<file path="src/rtl/fetch_stage.sv">
// fetch_stage
//   Instruction-fetch stage of the RV32I core. Owns the PC, drives the
//   combinational instruction-memory address, and captures the returned
//   instruction (with its PC) into the IF/ID pipeline register. Handles
//   stall, control-flow redirect, misaligned-target trap and EBREAK halt.
//
// Ports
//   clk            core clock, all state updates on rising edge
//   rst            synchronous active-high reset
//   imem_addr      byte address to instruction memory (equals PC register)
//   imem_instr     instruction returned for imem_addr in the same cycle
//   stall          downstream not ready: hold PC and IF/ID register
//   redirect       taken branch/jump/trap-return from a later stage
//   redirect_pc    redirect target byte address
//   id_valid       IF/ID register holds a real instruction
//   id_instr       registered instruction
//   id_pc          registered PC of id_instr
//   id_misaligned  IF/ID entry is a misaligned-fetch trap marker
//   halted         fetch FSM is in HALTED
//   fetch_count    number of valid entries written to IF/ID
module fetch_stage #(
    parameter logic [31:0] RESET_PC     = 32'h0000_0000,
    parameter logic [31:0] NOP_INSTR    = 32'h0000_0013,
    parameter logic [31:0] EBREAK_INSTR = 32'h0010_0073
) (
    input  logic        clk,
    input  logic        rst,
    output logic [31:0] imem_addr,
    input  logic [31:0] imem_instr,
    input  logic        stall,
    input  logic        redirect,
    input  logic [31:0] redirect_pc,
    output logic        id_valid,
    output logic [31:0] id_instr,
    output logic [31:0] id_pc,
    output logic        id_misaligned,
    output logic        halted,
    output logic [31:0] fetch_count
);

    typedef enum logic {
        RUN    = 1'b0,
        HALTED = 1'b1
    } state_t;

    state_t      r_state;
    logic [31:0] r_pc;
    logic        r_id_valid;
    logic [31:0] r_id_instr;
    logic [31:0] r_id_pc;
    logic        r_id_mis;
    logic [31:0] r_fetch_count;

    state_t      w_state_nxt;
    logic [31:0] w_pc_nxt;
    logic        w_id_valid_nxt;
    logic [31:0] w_id_instr_nxt;
    logic [31:0] w_id_pc_nxt;
    logic        w_id_mis_nxt;
    logic [31:0] w_fetch_count_nxt;
    logic [31:0] w_target;

    // Bit 0 of a redirect target is always dropped; bit 1 flags a misaligned word fetch.
    assign w_target = {redirect_pc[31:1], 1'b0};

    always_ff @(posedge clk) begin
        if (rst) begin
            r_state       <= RUN;
            r_pc          <= RESET_PC;
            r_id_valid    <= 1'b0;
            r_id_instr    <= NOP_INSTR;
            r_id_pc       <= '0;
            r_id_mis      <= 1'b0;
            r_fetch_count <= '0;
        end else begin
            r_state       <= w_state_nxt;
            r_pc          <= w_pc_nxt;
            r_id_valid    <= w_id_valid_nxt;
            r_id_instr    <= w_id_instr_nxt;
            r_id_pc       <= w_id_pc_nxt;
            r_id_mis      <= w_id_mis_nxt;
            r_fetch_count <= w_fetch_count_nxt;
        end
    end

    always_comb begin
        w_state_nxt       = r_state;
        w_pc_nxt          = r_pc;
        w_id_valid_nxt    = r_id_valid;
        w_id_instr_nxt    = r_id_instr;
        w_id_pc_nxt       = r_id_pc;
        w_id_mis_nxt      = r_id_mis;
        w_fetch_count_nxt = r_fetch_count;

        if (redirect) begin
            // Redirect overrides stall; a misaligned target still lands its trap marker.
            w_pc_nxt       = w_target;
            w_id_valid_nxt = 1'b0;
            w_id_instr_nxt = NOP_INSTR;
            w_id_mis_nxt   = 1'b0;
            w_state_nxt    = RUN;
            if (w_target[1]) begin
                w_state_nxt       = HALTED;
                w_id_valid_nxt    = 1'b1;
                w_id_mis_nxt      = 1'b1;
                w_id_pc_nxt       = w_target;
                w_fetch_count_nxt = r_fetch_count + 32'd1;
            end
        end else if (!stall) begin
            unique case (r_state)
                RUN: begin
                    w_id_instr_nxt    = imem_instr;
                    w_id_pc_nxt       = r_pc;
                    w_id_valid_nxt    = 1'b1;
                    w_id_mis_nxt      = 1'b0;
                    w_fetch_count_nxt = r_fetch_count + 32'd1;
                    if (imem_instr == EBREAK_INSTR) begin
                        w_state_nxt = HALTED;
                    end else begin
                        w_pc_nxt = r_pc + 32'd4;
                    end
                end
                HALTED: begin
                    w_id_valid_nxt = 1'b0;
                    w_id_instr_nxt = NOP_INSTR;
                    w_id_mis_nxt   = 1'b0;
                end
                default: ;
            endcase
        end
    end

    assign imem_addr     = r_pc;
    assign id_valid      = r_id_valid;
    assign id_instr      = r_id_instr;
    assign id_pc         = r_id_pc;
    assign id_misaligned = r_id_mis;
    assign halted        = (r_state == HALTED);
    assign fetch_count   = r_fetch_count;

endmodule

</file>
<file path="config.mk">
export PLATFORM = sky130hd
export DESIGN_NAME = fetch_stage
export DESIGN_NICKNAME = d
export VERILOG_FILES = /design/src/rtl/fetch_stage.sv
export SDC_FILE = /design/constraint.sdc
export NUM_CORES = 1
export LEC_CHECK = 0
export ABC_CLOCK_PERIOD_IN_PS = 2400
export CAP_MARGIN = 40
export CORE_UTILIZATION = 42
export CTS_CLUSTER_DIAMETER = 150
export DETAILED_ROUTE_END_ITERATION = 7
export HOLD_SLACK_MARGIN = 0.1
export PLACE_DENSITY = 0.83
export SLEW_MARGIN = 15
export SYNTH_ARGS = -nofsm -noshare
export SYNTH_HDL_FRONTEND = slang
export SYNTH_SLANG_ARGS = --single-unit
</file>
<file path="constraint.sdc">
create_clock -name clk -period 2.4 [get_ports clk]
set_clock_uncertainty 0.2 [all_clocks]
set_input_delay 0.48 -clock clk [delete_from_list [all_inputs] [get_ports clk]]
set_output_delay 0.48 -clock clk [all_outputs]
set_load 0.05 [all_outputs]
</file>
### Yosys cells after proc, flatten, opt, wreduce, memory -nomap -nowiden

Cells that the tools add are included.

| cells by class | value |
|---|---|
| add/sub/neg operators | 2 |
| eq/ne operators | 5 |
| mux-type cells | 23 |
| bitwise logic cells | 3 |
| reduce and logical (&&, ||, !) cells | 4 |

Operators by type and width:

| kind | number |
|---|---|
| 2-to-1 mux 32 bit | 12 |
| case mux 32 bit (2 select lines) | 1 |
| adder 32 x 1 -> 32 bit (second input constant) | 1 |
| adder 32 x 3 -> 32 bit (second input constant) | 1 |
| == test 32 x 21 -> 1 bit (second input constant) | 1 |
| 2-to-1 mux 1 bit | 9 |
| AND reduction 3 bit | 3 |
| != test 2 x 1 -> 1 bit (second input constant) | 2 |
| != test 2 bit (second input constant) | 2 |
| inverter 1 bit | 3 |
| case mux 1 bit (2 select lines) | 1 |
| OR reduction 2 bit | 1 |

| word-level totals | value |
|---|---|
| register bits after elaboration | 131 |
| bits of input ports | 68 |
| output and inout bits | 131 |
| word-level logic and storage cells | 45 |

### Logic depth before layout (Yosys ltp)

Gate-level depths: netlist (run 1).

| logic depth | value |
|---|---|
| depth after elaboration | 5 |
| depth in mapped cells | 7 |
| gate-level depth less buffers | 5 |

### Least setup slack after synthesis (run 1)

OpenSTA, ideal clock, no wires.

| timing | value |
|---|---|
| kind | input port to flip-flop |
| from | in imem_instr[14] |
| to | reg r_pc[18] (netlist: imem_addr[18]) |
| library setup time | 86 ps |
| arrival | 2255 ps |
| required time | 2114 ps |
| path slack | -141 ps |
| stages | 6 |
| buffers on the path | 1 |
| path through | or4_1 nor4_4 buf_2 a211oi_1 xnor2_1 a211oi_1 |

| between the ends | value |
|---|---|
| cells in the longest elaborated chain, start to end | 3 |

Ends and longest elaborated chain:

| element | line | source |
|---|---|---|
| start: declaration | 29 | `input logic [31:0] imem_instr,` |
| == test 32 x 21 -> 1 bit | 117 | `if (imem_instr == EBREAK_INSTR) begin` |
| != test 2 bit (no source line) | - |  |
| AND reduction 3 bit (no source line) | - |  |
| end signal: assignment | 77 | `r_pc <= w_pc_nxt;` |
| end: declaration | 47 | `logic [31:0] r_pc;` |

Every way passes these cells.
A chain may end at the register's enable or synchronous reset.

### Worst setup path in the final report (run 1)

| timing | value |
|---|---|
| from | reg r_pc[16] (netlist: imem_addr[16]) |
| to | out imem_addr[16] |

RTL lines:

| element | line | source |
|---|---|---|
| end: declaration | 28 | `output logic [31:0] imem_addr,` |

No word-level cell between the ends.

==> results of run 1 <==
==> what timing repair did <==
action	CTS	global route
gates cloned	2	0
pin swaps	6	3
hold endpoints to repair	0	0
resized for setup	15	36
endpoints found under the setup margin	25	42
buffers inserted	1	0
==> synthesized netlist by cell type (6+ instances only) <==
master     count
and4_1        12
dfxtp_1      129
inv_1         14
a211oi_1      59
a2111oi_2     14
mux2i_1       28
a22oi_1       29
nor2_1       118
a2111oi_0      6
clkbuf_1      42
nor3_1        15
nand3_1       20
nand4_1        8
nand2_1       27
and2_1         6
a21oi_1       12
nor4_1        11
xnor2_1       47
==> cells by family (layout without fill, tap and decap cells) <==
family	count (synthesis)	after routing	share of synthesized area [%]
other	1	2	0.0627
AOI/OAI and AO/OA	142	142	19.4
xor gates and xnor gates	52	52	7.61
buffers and inverters	69	305	4.71
DFF	129	129	43.2
adders and majority gates	2	2	0.418
muxes	28	28	4.69
and+or+nand+nor	240	240	19.9
==> metal layers <==
metal	global-route usage [%]	vias up
li1	-	2872
met1	31.0	2778
met2	40.8	194
met3	7.66	21
met4	7.25	0
met5	0	-
==> power by group through the flow <==
| stage | clock [mW] | sequential, mW | combinational [mW] |
|---|---|---|---|
| detailed placement | 0 | 2.37 | 1.16 |
| CTS | 2.65 | 2.33 | 1.16 |
| global route | 2.76 | 2.35 | 1.23 |
| floorplan | 0 | 2.74 | 0.319 |
| finish | 2.62 | 2.33 | 1.16 |
| global placement | 0 | 2.37 | 1.15 |
==> state kept, by name, summed over array words and instances, names as in the netlist <==
name and count:
id_valid 1, id_pc 31, fetch_count 32, imem_addr 31
id_instr 32, halted 1, id_misaligned 1
==> final timing paths <==
| kind | start | endpoint | slack (ns) | cells past startpoint |
|---|---|---|---|---|
| setup / recovery | imem_addr[16] | imem_addr[16] | 0.04 | 1 |
| setup reg to reg | imem_addr[7] | imem_addr[16] | 0.18 | 5 |
| hold reg to reg | id_instr[1] | id_instr[1] | 0.28 | 2 |
| hold / removal | rst | id_pc[5] | 0.18 | 2 |
==> final cells by class <==
| class | count | area share, % |
|---|---|---|
| clock buffer | 24 | 5.39 |
| clock inverter | 8 | 1.09 |
| inverter | 15 | 0.605 |
| multi-input combinational | 466 | 34.6 |
| sequential | 129 | 27.8 |
| tap | 180 | 2.42 |
| timing repair buffer | 258 | 28.2 |
==> flow_summary.rst, run 1 <==
.. list-table::
   :header-rows: 1

   * - Metric
     - Value
   * - H-tree depth reported by CTS
     - 4
   * - Post-route met1 wirelength
     - around 8000 um
   * - Final weighted congestion in routability-driven placement
     - approximately 0.83
   * - Cell-internal power
     - approximately 4.4 mW
   * - Hold slack final
     - 0.177 ns
   * - Clock latency at the later pin of the worst-skew pair
     - roughly 0.42 ns
   * - Antenna Violating Nets Remaining
     - 0
   * - Largest net degree at the start of global routing
     - between 50 and 60
   * - Total power consumption of the routed design
     - ~6.1 mW
   * - Total GRT Usage
     - between 20% and 30%
   * - Non-Filler Instances
     - 1080
   * - Post-synthesis instance area
     - about 0.006 mm^2
   * - Number of buffers and inverters on the critical path
     - 1
   * - Met2 wire length
     - between 8000 and 9000 um
   * - Post-synth top area cell
     - dfxtp_1
   * - Sw frac
     - 28.6%
   * - Finish-stage setup viols
     - 0
   * - Worst-case setup slack after placement
     - -0.532 ns
   * - Slew Limit Headroom
     - a little under three fifths
   * - Data required, critical path
     - 1.72 ns
   * - TritonCTS clock tree
     - done
   * - Final instance area
     - around 0.0093 mm^2
   * - Portion of the clock cycle consumed by the worst path in the final layout
     - a little over nine tenths
   * - Cell count after synthesis
     - roughly 660
   * - Count of endpoints failing hold in the final timing report
     - 0
   * - Number of synthesized register bits
     - around 130
   * - Highest metal layer used by the detailed router
     - met4
   * - Via count
     - about 6k
   * - Count of TritonRoute iterations in the first routing pass
     - 5
   * - Area taken by flip-flops and latches
     - about 0.0026 mm^2
   * - Count of distinct cell types in the synthesized netlist
     - 49
   * - Number of I/O port buffers
     - just under 200
   * - Arrival time at the worst endpoint
     - approximately 1.7 ns
   * - Most common cell after layout, fill and taps aside
     - clkdlybuf4s50_1
   * - Area share of the leading cell type in the synthesized netlist
     - 43.2%
   * - Family of cells with the greatest summed delay on the critical path
     - buffers and inverters
   * - Clock tree root driver cell
     - clkbuf_16
   * - Final total negative setup slack
     - 0 ns
   * - Syn. warnings
     - 0
   * - Drt drc
     - 0
   * - Total Die Area
     - between 0.01 and 0.015 mm^2
   * - Critical path, cell by cell
     - clkdlybuf4s50_1
   * - Peak clock frequency supported by timing
     - about 420 MHz
   * - Fin. max-slew vios
     - 0
   * - Number of rows created at floorplan
     - 43
   * - Num CTS Buffers
     - 17
   * - Number of synthesized flops with an enable pin
     - 0
   * - Initial antenna violation count
     - 0
   * - Initial core utilization
     - 43.1%
   * - Fillers
     - ~1.1k
   * - Starting DRC count in detailed routing
     - ~410
   * - Met3 wire len
     - 1160 um
   * - Final worst-path setup slack
     - roughly 0.043 ns
   * - Most frequently used flop master after synthesis
     - dfxtp_1
   * - Number of clock sinks
     - roughly 130
   * - Net Sw Power
     - 1.75 mW
   * - Y dimension of the die
     - ~120 um
   * - Average cell area after synthesis
     - approximately 9.0 um^2
   * - Portion of total power attributed to sequential cells
     - a little under two fifths
   * - Final core utilization
     - 67.1%
   * - Average wire per standard cell
     - 16.6 um
   * - Combinational power share
     - a little under a fifth
   * - Area added between synthesis and finish
     - 55.7%
   * - Via count of the first global-routing pass
     - 5563
   * - Element type at the critical path end
     - output pin
   * - Status
     - complete, no violations
   * - Placeable core area
     - ~0.014 mm^2
   * - Clock period minus worst slack
     - approximately 2.4 ns
   * - Largest driver fanout on the critical path
     - 4
   * - Wire length of the first global-routing pass
     - roughly 29000 um
   * - Setup repair after global routing missed its margin
     - yes
   * - Antenna diode count
     - 0
   * - Actual slew at the worst max-slew pin
     - 0.673 ns
   * - Die boundary width
     - around 120 um
   * - # placed instances
     - between 1k and 1.5k
   * - Hold_buf cts
     - 0
   * - Placed inst area
     - between 0.008 and 0.009 mm^2
   * - Clock group share of total power
     - between 40 and 50%
   * - Wirelength, routed
     - between 15000 and 20000 um
   * - Fraction of layout instances using a drive strength above 1
     - about 15%
   * - Buffer levels on the longest clock path
     - 2
   * - Area contributors post-synth
     - dfxtp_1 43%, a211oi_1 7.4%, nor2_1 7.4%
   * - Sequential-to-total area share from yosys stat
     - roughly 43%
   * - Critical-path top delay cell
     - clkdlybuf4s50_1
   * - Multi-input gate area
     - ~0.0032 mm^2
   * - Number of maximum-capacitance violations
     - 0
   * - Maximum vdd ir drop
     - approximately 0.48 mV
   * - Kind of launch point of the worst setup path
     - flip-flop
   * - Power Dens Cells
     - about 660 mW/mm^2
   * - Global route overflow
     - 0
   * - Crit Path Class
     - flip-flop to output pin
   * - HPWL after DPL
     - roughly 12000 um
   * - Leakage power total
     - about 3.7 nW
   * - Top-level I/O count
     - a little under 200
   * - Worst hold-check path type
     - input port to flip-flop
   * - Critical path's largest stage delay
     - about 0.84 ns
   * - Most frequent cells in the layout
     - 154 x clkdlybuf4s50_1, 125 x dfxtp_1, 117 x nor2_1
   * - Share of synthesized registers carrying an async set or reset
     - 0%
   * - Number of nets in the finished design
     - 957
   * - Number of vias per cell after detailed routing
     - around 5.4
   * - Clock transition at the registers of the reported paths
     - about 0.06 ns
No activity file was read; power rests on OpenSTA's default activity.
==> run 2, diff against run 1 <==
Settings changed: ABC_CLOCK_PERIOD_IN_PS 2400 to default, CTS_CLUSTER_SIZE from default to 40.
Clock period 2.4 ns to 1.9 ns, I/O delays scaled along.
==> flow_summary.rst, run 2 (synthesis gave the netlist of run 1 again) <==
.. list-table::
   :header-rows: 1

   * - Metric
     - Value
   * - Family of cells with the greatest summed delay on the critical path
     - simple AND/OR/NAND/NOR gates
   * - Maximum vdd ir drop
     - 0.693 mV
   * - Most frequent cells in the layout
     - 201 x buf_4, 116 x nor2_1, 86 x dfxtp_1
   * - Area added between synthesis and finish
     - 72.0%
   * - Antenna Violating Nets Remaining
     - 0
   * - Worst hold-check path type
     - input port to flip-flop
   * - Leakage power total
     - between 4 and 5 nW
   * - Die boundary width
     - about 120 um
   * - Via count
     - around 6.3k
   * - TritonCTS clock tree
     - done
   * - Wirelength, routed
     - ~20000 um
   * - Initial antenna violation count
     - 1
   * - R2R cell count
     - 5
   * - Number of vias per cell after detailed routing
     - between 5 and 6
   * - Finish-stage setup viols
     - 52
   * - Final total negative setup slack
     - -2.86 ns
   * - Number of rows created at floorplan
     - between 40 and 50
   * - Clock period minus worst slack
     - roughly 2.1 ns
   * - Portion of total power attributed to sequential cells
     - 37.4%
   * - Fin. max-slew vios
     - 0
   * - Largest driver fanout on the critical path
     - 8
   * - Count of endpoints failing hold in the final timing report
     - 0
   * - Portion of the clock cycle consumed by the worst path in the final layout
     - 110%
   * - Number of maximum-capacitance violations
     - 0
   * - Combinational power share
     - around a fifth
   * - HPWL after DPL
     - approximately 13000 um
   * - Largest net degree at the start of global routing
     - 55
   * - Final instance area
     - roughly 0.01 mm^2
   * - Number of I/O port buffers
     - 195
   * - Peak clock frequency supported by timing
     - between 400 and 500 MHz
   * - Failing checks
     - setup timing
   * - Critical path, cell by cell
     - buf_6 > or4_4 > nor4_4 > buf_6 > buf_12 > buf_12 > a2111oi_4 > xnor2_1 > a211oi_1
   * - Reg2Reg Capture Point
     - imem_addr[24]
   * - Starting DRC count in detailed routing
     - approximately 330
   * - Total Die Area
     - 0.0147 mm^2
   * - H-tree depth reported by CTS
     - 4
   * - Via count of the first global-routing pass
     - between 6k and 7k
   * - Sw frac
     - just under 30%
   * - Number of nets in the finished design
     - 1023
   * - Net Sw Power
     - roughly 2.3 mW
   * - Number of clock sinks
     - 129
   * - Fraction of layout instances using a drive strength above 1
     - 42.7%
   * - Arrival time at the worst endpoint
     - 2.21 ns
   * - Cell-internal power
     - 5.52 mW
   * - Wire length of the first global-routing pass
     - 30600 um
   * - Kind of launch point of the worst setup path
     - input port
   * - Number of buffers and inverters on the critical path
     - 4
   * - Critical path's largest stage delay
     - between 0.5 and 0.6 ns
   * - Average wire per standard cell
     - ~18 um
   * - Internal reg-to-reg setup slack
     - -0.17 ns
   * - Num CTS Buffers
     - 17
   * - Final weighted congestion in routability-driven placement
     - about 0.86
   * - Total GRT Usage
     - 26.7%
   * - Clock group share of total power
     - 41.2%
   * - Global route overflow
     - 0
   * - Clock tree root driver cell
     - clkbuf_16
   * - Placed inst area
     - roughly 0.009 mm^2
   * - Startpoint of the worst hold path
     - imem_instr[19]
   * - Count of TritonRoute iterations in the first routing pass
     - 5
   * - Min-Delay Endpoint
     - id_instr[19]
   * - Fillers
     - just under 1k
   * - Final worst-path setup slack
     - -0.190 ns
   * - Most common cell after layout, fill and taps aside
     - buf_4
   * - Setup repair after global routing missed its margin
     - yes
   * - Status
     - finished with violations
   * - Worst-case setup slack after placement
     - -0.837 ns
   * - Initial core utilization
     - 43.1%
   * - Number of cells traversed by the worst hold path
     - 3
   * - Top-level I/O count
     - about 200
   * - Clock transition at the registers of the reported paths
     - around 0.060 ns
   * - Data required, critical path
     - roughly 2.0 ns
   * - Power Dens Cells
     - 757 mW/mm^2
   * - Placeable core area
     - between 0.01 and 0.015 mm^2
   * - Clock latency at the later pin of the worst-skew pair
     - 0.42 ns
   * - Buffer levels on the longest clock path
     - 2
   * - Y dimension of the die
     - approximately 120 um
   * - Drt drc
     - 0
   * - Critical-path top delay cell
     - or4_4
   * - Element type at the critical path end
     - flip-flop
   * - Crit Path Class
     - input port to flip-flop
   * - Worst r2r src
     - halted
[run 2: metal layers]
metal	wire (um)	up-vias	track usage (%)
met5	0	-	0
met4	502	0	11.7
met3	1010	42	6.58
met2	10300	205	44.1
met1	8390	3026	32.7
li1	-	3002	-
[run 2: power by group through the flow]
| stage | logic [mW] | clock network, mW | registers, mW |
|---|---|---|---|
| after global placement | 1.54 | 0 | 2.96 |
| after global routing | 1.76 | 3.38 | 2.93 |
| final | 1.67 | 3.21 | 2.91 |
| after CTS | 1.61 | 3.26 | 2.91 |
| after floorplan | 0.409 | 0 | 3.45 |
| after detailed placement | 1.56 | 0 | 2.96 |
[run 2: metrics by stage]
step	hold slack [ns]	cells	total power, mW	util [%]
2_1_floorplan	0.319	664	3.86	-
3_3_place_gp	0.263	1084	4.50	64.4
3_5_place_dp	0.266	1084	4.52	64.4
4_1_cts	0.109	1132	7.78	71.8
5_1_grt	0.103	1147	8.06	74.1
6_report	0.104	1147	7.79	74.1
[run 2: cell type report]
type / instances / area (um^2) / share of cell area, %
antenna: 1 / 2.50 / 0.0243
clock buffer: 22 / 474 / 4.61
clock inverter: 10 / 108 / 1.05
inverter: 15 / 56.3 / 0.547
multi-input combinational: 467 / 3640 / 35.4
sequential: 129 / 2670 / 25.9
tap: 180 / 225 / 2.19
timing repair buffer: 323 / 3110 / 30.2
[run 2: worst max path at each step]
stage / slack, ns / endpoint / from / cells after the start
finish: -0.19 / imem_addr[24] / imem_instr[13] / 9
global route: -0.23 / imem_addr[25] / imem_instr[13] / 9
CTS: -0.15 / imem_addr[26] / halted / 5
detailed placement: -0.84 / imem_addr[24] / imem_instr[13] / 8
global placement: -0.79 / imem_addr[8] / imem_instr[13] / 8
floorplan: -0.42 / imem_addr[22] / imem_instr[13] / 6
[run 2: what timing repair did]
action | 4_1_cts | 5_1_grt
pin swaps | 29 | 21
setup buffers | 7 | 7
hold buffers | 4 | 6
cloned | 5 | 1
resized for setup | 74 | 52
endpoints found under the setup margin | 48 | 82
endpoints found under the hold margin | 9 | 6
[run 2: worst reg2reg max path, stage by stage, from the launching register on]
cell and delay (ns):
dfxtp_2 0.31, or2_4 0.26, or3_4 0.49, a2111oi_4 0.32, xnor2_1 0.12, a211oi_1 0.27
==> run 3, diff against run 2 <==
Settings changed: HOLD_SLACK_MARGIN 0.1 to 0.15.
==> flow_summary.rst, run 3 (synthesis gave the netlist of run 1 again) <==
.. list-table::
   :header-rows: 1

   * - Metric
     - Value
   * - Starting DRC count in detailed routing
     - about 420
   * - Clock transition at the registers of the reported paths
     - around 0.060 ns
   * - TritonCTS clock tree
     - done
   * - Kind of launch point of the worst setup path
     - input port
   * - Y dimension of the die
     - between 100 and 150 um
   * - Element type at the critical path end
     - flip-flop
   * - Number of vias per cell after detailed routing
     - 5.50
   * - Leakage power total
     - approximately 4.2 nW
   * - Number of cells traversed by the worst hold path
     - 3
   * - Area added between synthesis and finish
     - 73.4%
   * - Area taken by flip-flops and latches
     - roughly 0.0027 mm^2
   * - Number of rows created at floorplan
     - 43
   * - Most frequent cells in the layout
     - 201 x buf_4, 116 x nor2_1, 86 x dfxtp_1
   * - Via count
     - 6351
   * - Arrival time at the worst endpoint
     - around 2.2 ns
   * - Portion of the clock cycle consumed by the worst path in the final layout
     - 110%
   * - Largest driver fanout on the critical path
     - 8
   * - Clock latency at the later pin of the worst-skew pair
     - around 0.42 ns
   * - Min-Delay Endpoint
     - id_instr[31]
   * - Num CTS Buffers
     - 17
   * - Startpoint of the worst hold path
     - imem_instr[31]
   * - Power Dens Cells
     - between 700 and 800 mW/mm^2
   * - Peak clock frequency supported by timing
     - about 480 MHz
   * - Crit Path Class
     - input port to flip-flop
   * - Total GRT Usage
     - between 20% and 30%
   * - HPWL after DPL
     - approximately 13000 um
   * - R2R cell count
     - 5
   * - Most common cell after layout, fill and taps aside
     - buf_4
   * - Internal reg-to-reg setup slack
     - -0.16 ns
   * - Non-Filler Instances
     - 1155
   * - Number of maximum-capacitance violations
     - 0
   * - Wire length of the first global-routing pass
     - between 30000 and 40000 um
   * - Die boundary width
     - around 120 um
   * - Worst hold-check path type
     - input port to flip-flop
   * - Top-level I/O count
     - between 150 and 200
   * - Reg2Reg Capture Point
     - imem_addr[24]
   * - Fraction of layout instances using a drive strength above 1
     - between 40% and 50%
   * - Via count of the first global-routing pass
     - 6071
   * - Setup repair after global routing missed its margin
     - yes
   * - Largest net degree at the start of global routing
     - 55
   * - Final instance area
     - a little over 0.01 mm^2
   * - Number of clock sinks
     - 129
   * - Final worst-path setup slack
     - -0.188 ns
   * - Failing checks
     - setup timing
   * - Total power consumption of the routed design
     - approximately 7.8 mW
   * - Buffer levels on the longest clock path
     - 2
   * - Initial antenna violation count
     - 1
   * - Clock tree root driver cell
     - clkbuf_16
   * - Initial core utilization
     - 43.1%
   * - Count of endpoints failing hold in the final timing report
     - 0
   * - Final weighted congestion in routability-driven placement
     - around 0.86
   * - Placed inst area
     - ~0.009 mm^2
   * - Status
     - finished with violations
   * - # placed instances
     - around 1.1k
   * - Total Die Area
     - roughly 0.015 mm^2
   * - Wirelength, routed
     - a little over 20000 um
   * - Count of TritonRoute iterations in the first routing pass
     - 5
   * - Data required, critical path
     - slightly above 2 ns
   * - Number of nets in the finished design
     - 1031
   * - Global route overflow
     - 0
   * - Clock period minus worst slack
     - 2.09 ns
   * - Drt drc
     - 0
   * - Average wire per standard cell
     - between 15 and 20 um
   * - Fillers
     - 973
   * - Multi-input gate area
     - 0.00364 mm^2
   * - Hold slack final
     - ~0.17 ns
   * - Placeable core area
     - 0.0139 mm^2
   * - Fin. max-slew vios
     - 0
   * - Number of I/O port buffers
     - approximately 200
   * - H-tree depth reported by CTS
     - 4
   * - Finish-stage setup viols
     - between 50 and 60
   * - Worst r2r src
     - halted
   * - Maximum vdd ir drop
     - approximately 0.69 mV
   * - Antenna Violating Nets Remaining
     - 0
## run 3: cell types whose count changed in the layout (fill, tap and decap cells not counted)
cell,delta
dlygate4sd3_1,+8
## run 3: worst max-delay path by stage
| stage | depth (start not counted) | startpoint | end | slack [ns] |
|---|---|---|---|---|
| final | 9 | imem_instr[13] | imem_addr[24] | -0.19 |
| after global routing | 9 | imem_instr[13] | imem_addr[25] | -0.23 |
| after CTS | 5 | halted | imem_addr[26] | -0.15 |
| after detailed placement | 8 | imem_instr[13] | imem_addr[24] | -0.84 |
| after global placement | 8 | imem_instr[13] | imem_addr[8] | -0.79 |
| after floorplan | 6 | imem_instr[13] | imem_addr[22] | -0.42 |
## run 3: stage by stage
stage / TNS (ns) / utilization [%] / setup slack, ns
floorplan: -15.20 / - / -0.425
global placement: -49.88 / 64.4 / -0.791
detailed placement: -52.48 / 64.4 / -0.837
CTS: -3.11 / 72.1 / -0.151
global route: -6.93 / 74.7 / -0.231
finish: -2.70 / 74.7 / -0.188
## run 3: final cells by class
type	count	area share [%]
repair buffers	331	30.8
clock inverters	10	1.04
inverters	15	0.543
multi-input cells	467	35.2
well taps	180	2.17
diodes	1	0.0241
flip-flops and latches	129	25.7
clock buffers	22	4.57
## run 3: critical path, cell delays in order
cell and delay [ns]:
buf_6 0.09, or4_4 0.55, nor4_4 0.28, buf_6 0.14, buf_12 0.12, buf_12 0.15
a2111oi_4 0.08, xnor2_1 0.14, a211oi_1 0.27
## run 3: report_power, final
part / switching [mW] / internal (mW)
clock network: 1.19 / 2.02
registers: 0.0829 / 2.83
logic: 1.00 / 0.682
## run 3: repair_timing
action,CTS,global route
hold buffers,9,9
pin swaps,29,21
cloned,5,1
endpoints found under the hold margin,14,9
buffers inserted,7,7
setup endpoints to repair,48,82
gates resized for setup,74,52
## run 3: per-layer routing
layer | wire length (um) | track usage, %
met1 | 8500 | 32.8
met2 | 10400 | 44.7
met3 | 1030 | 6.67
met4 | 550 | 11.6
met5 | 0 | 0
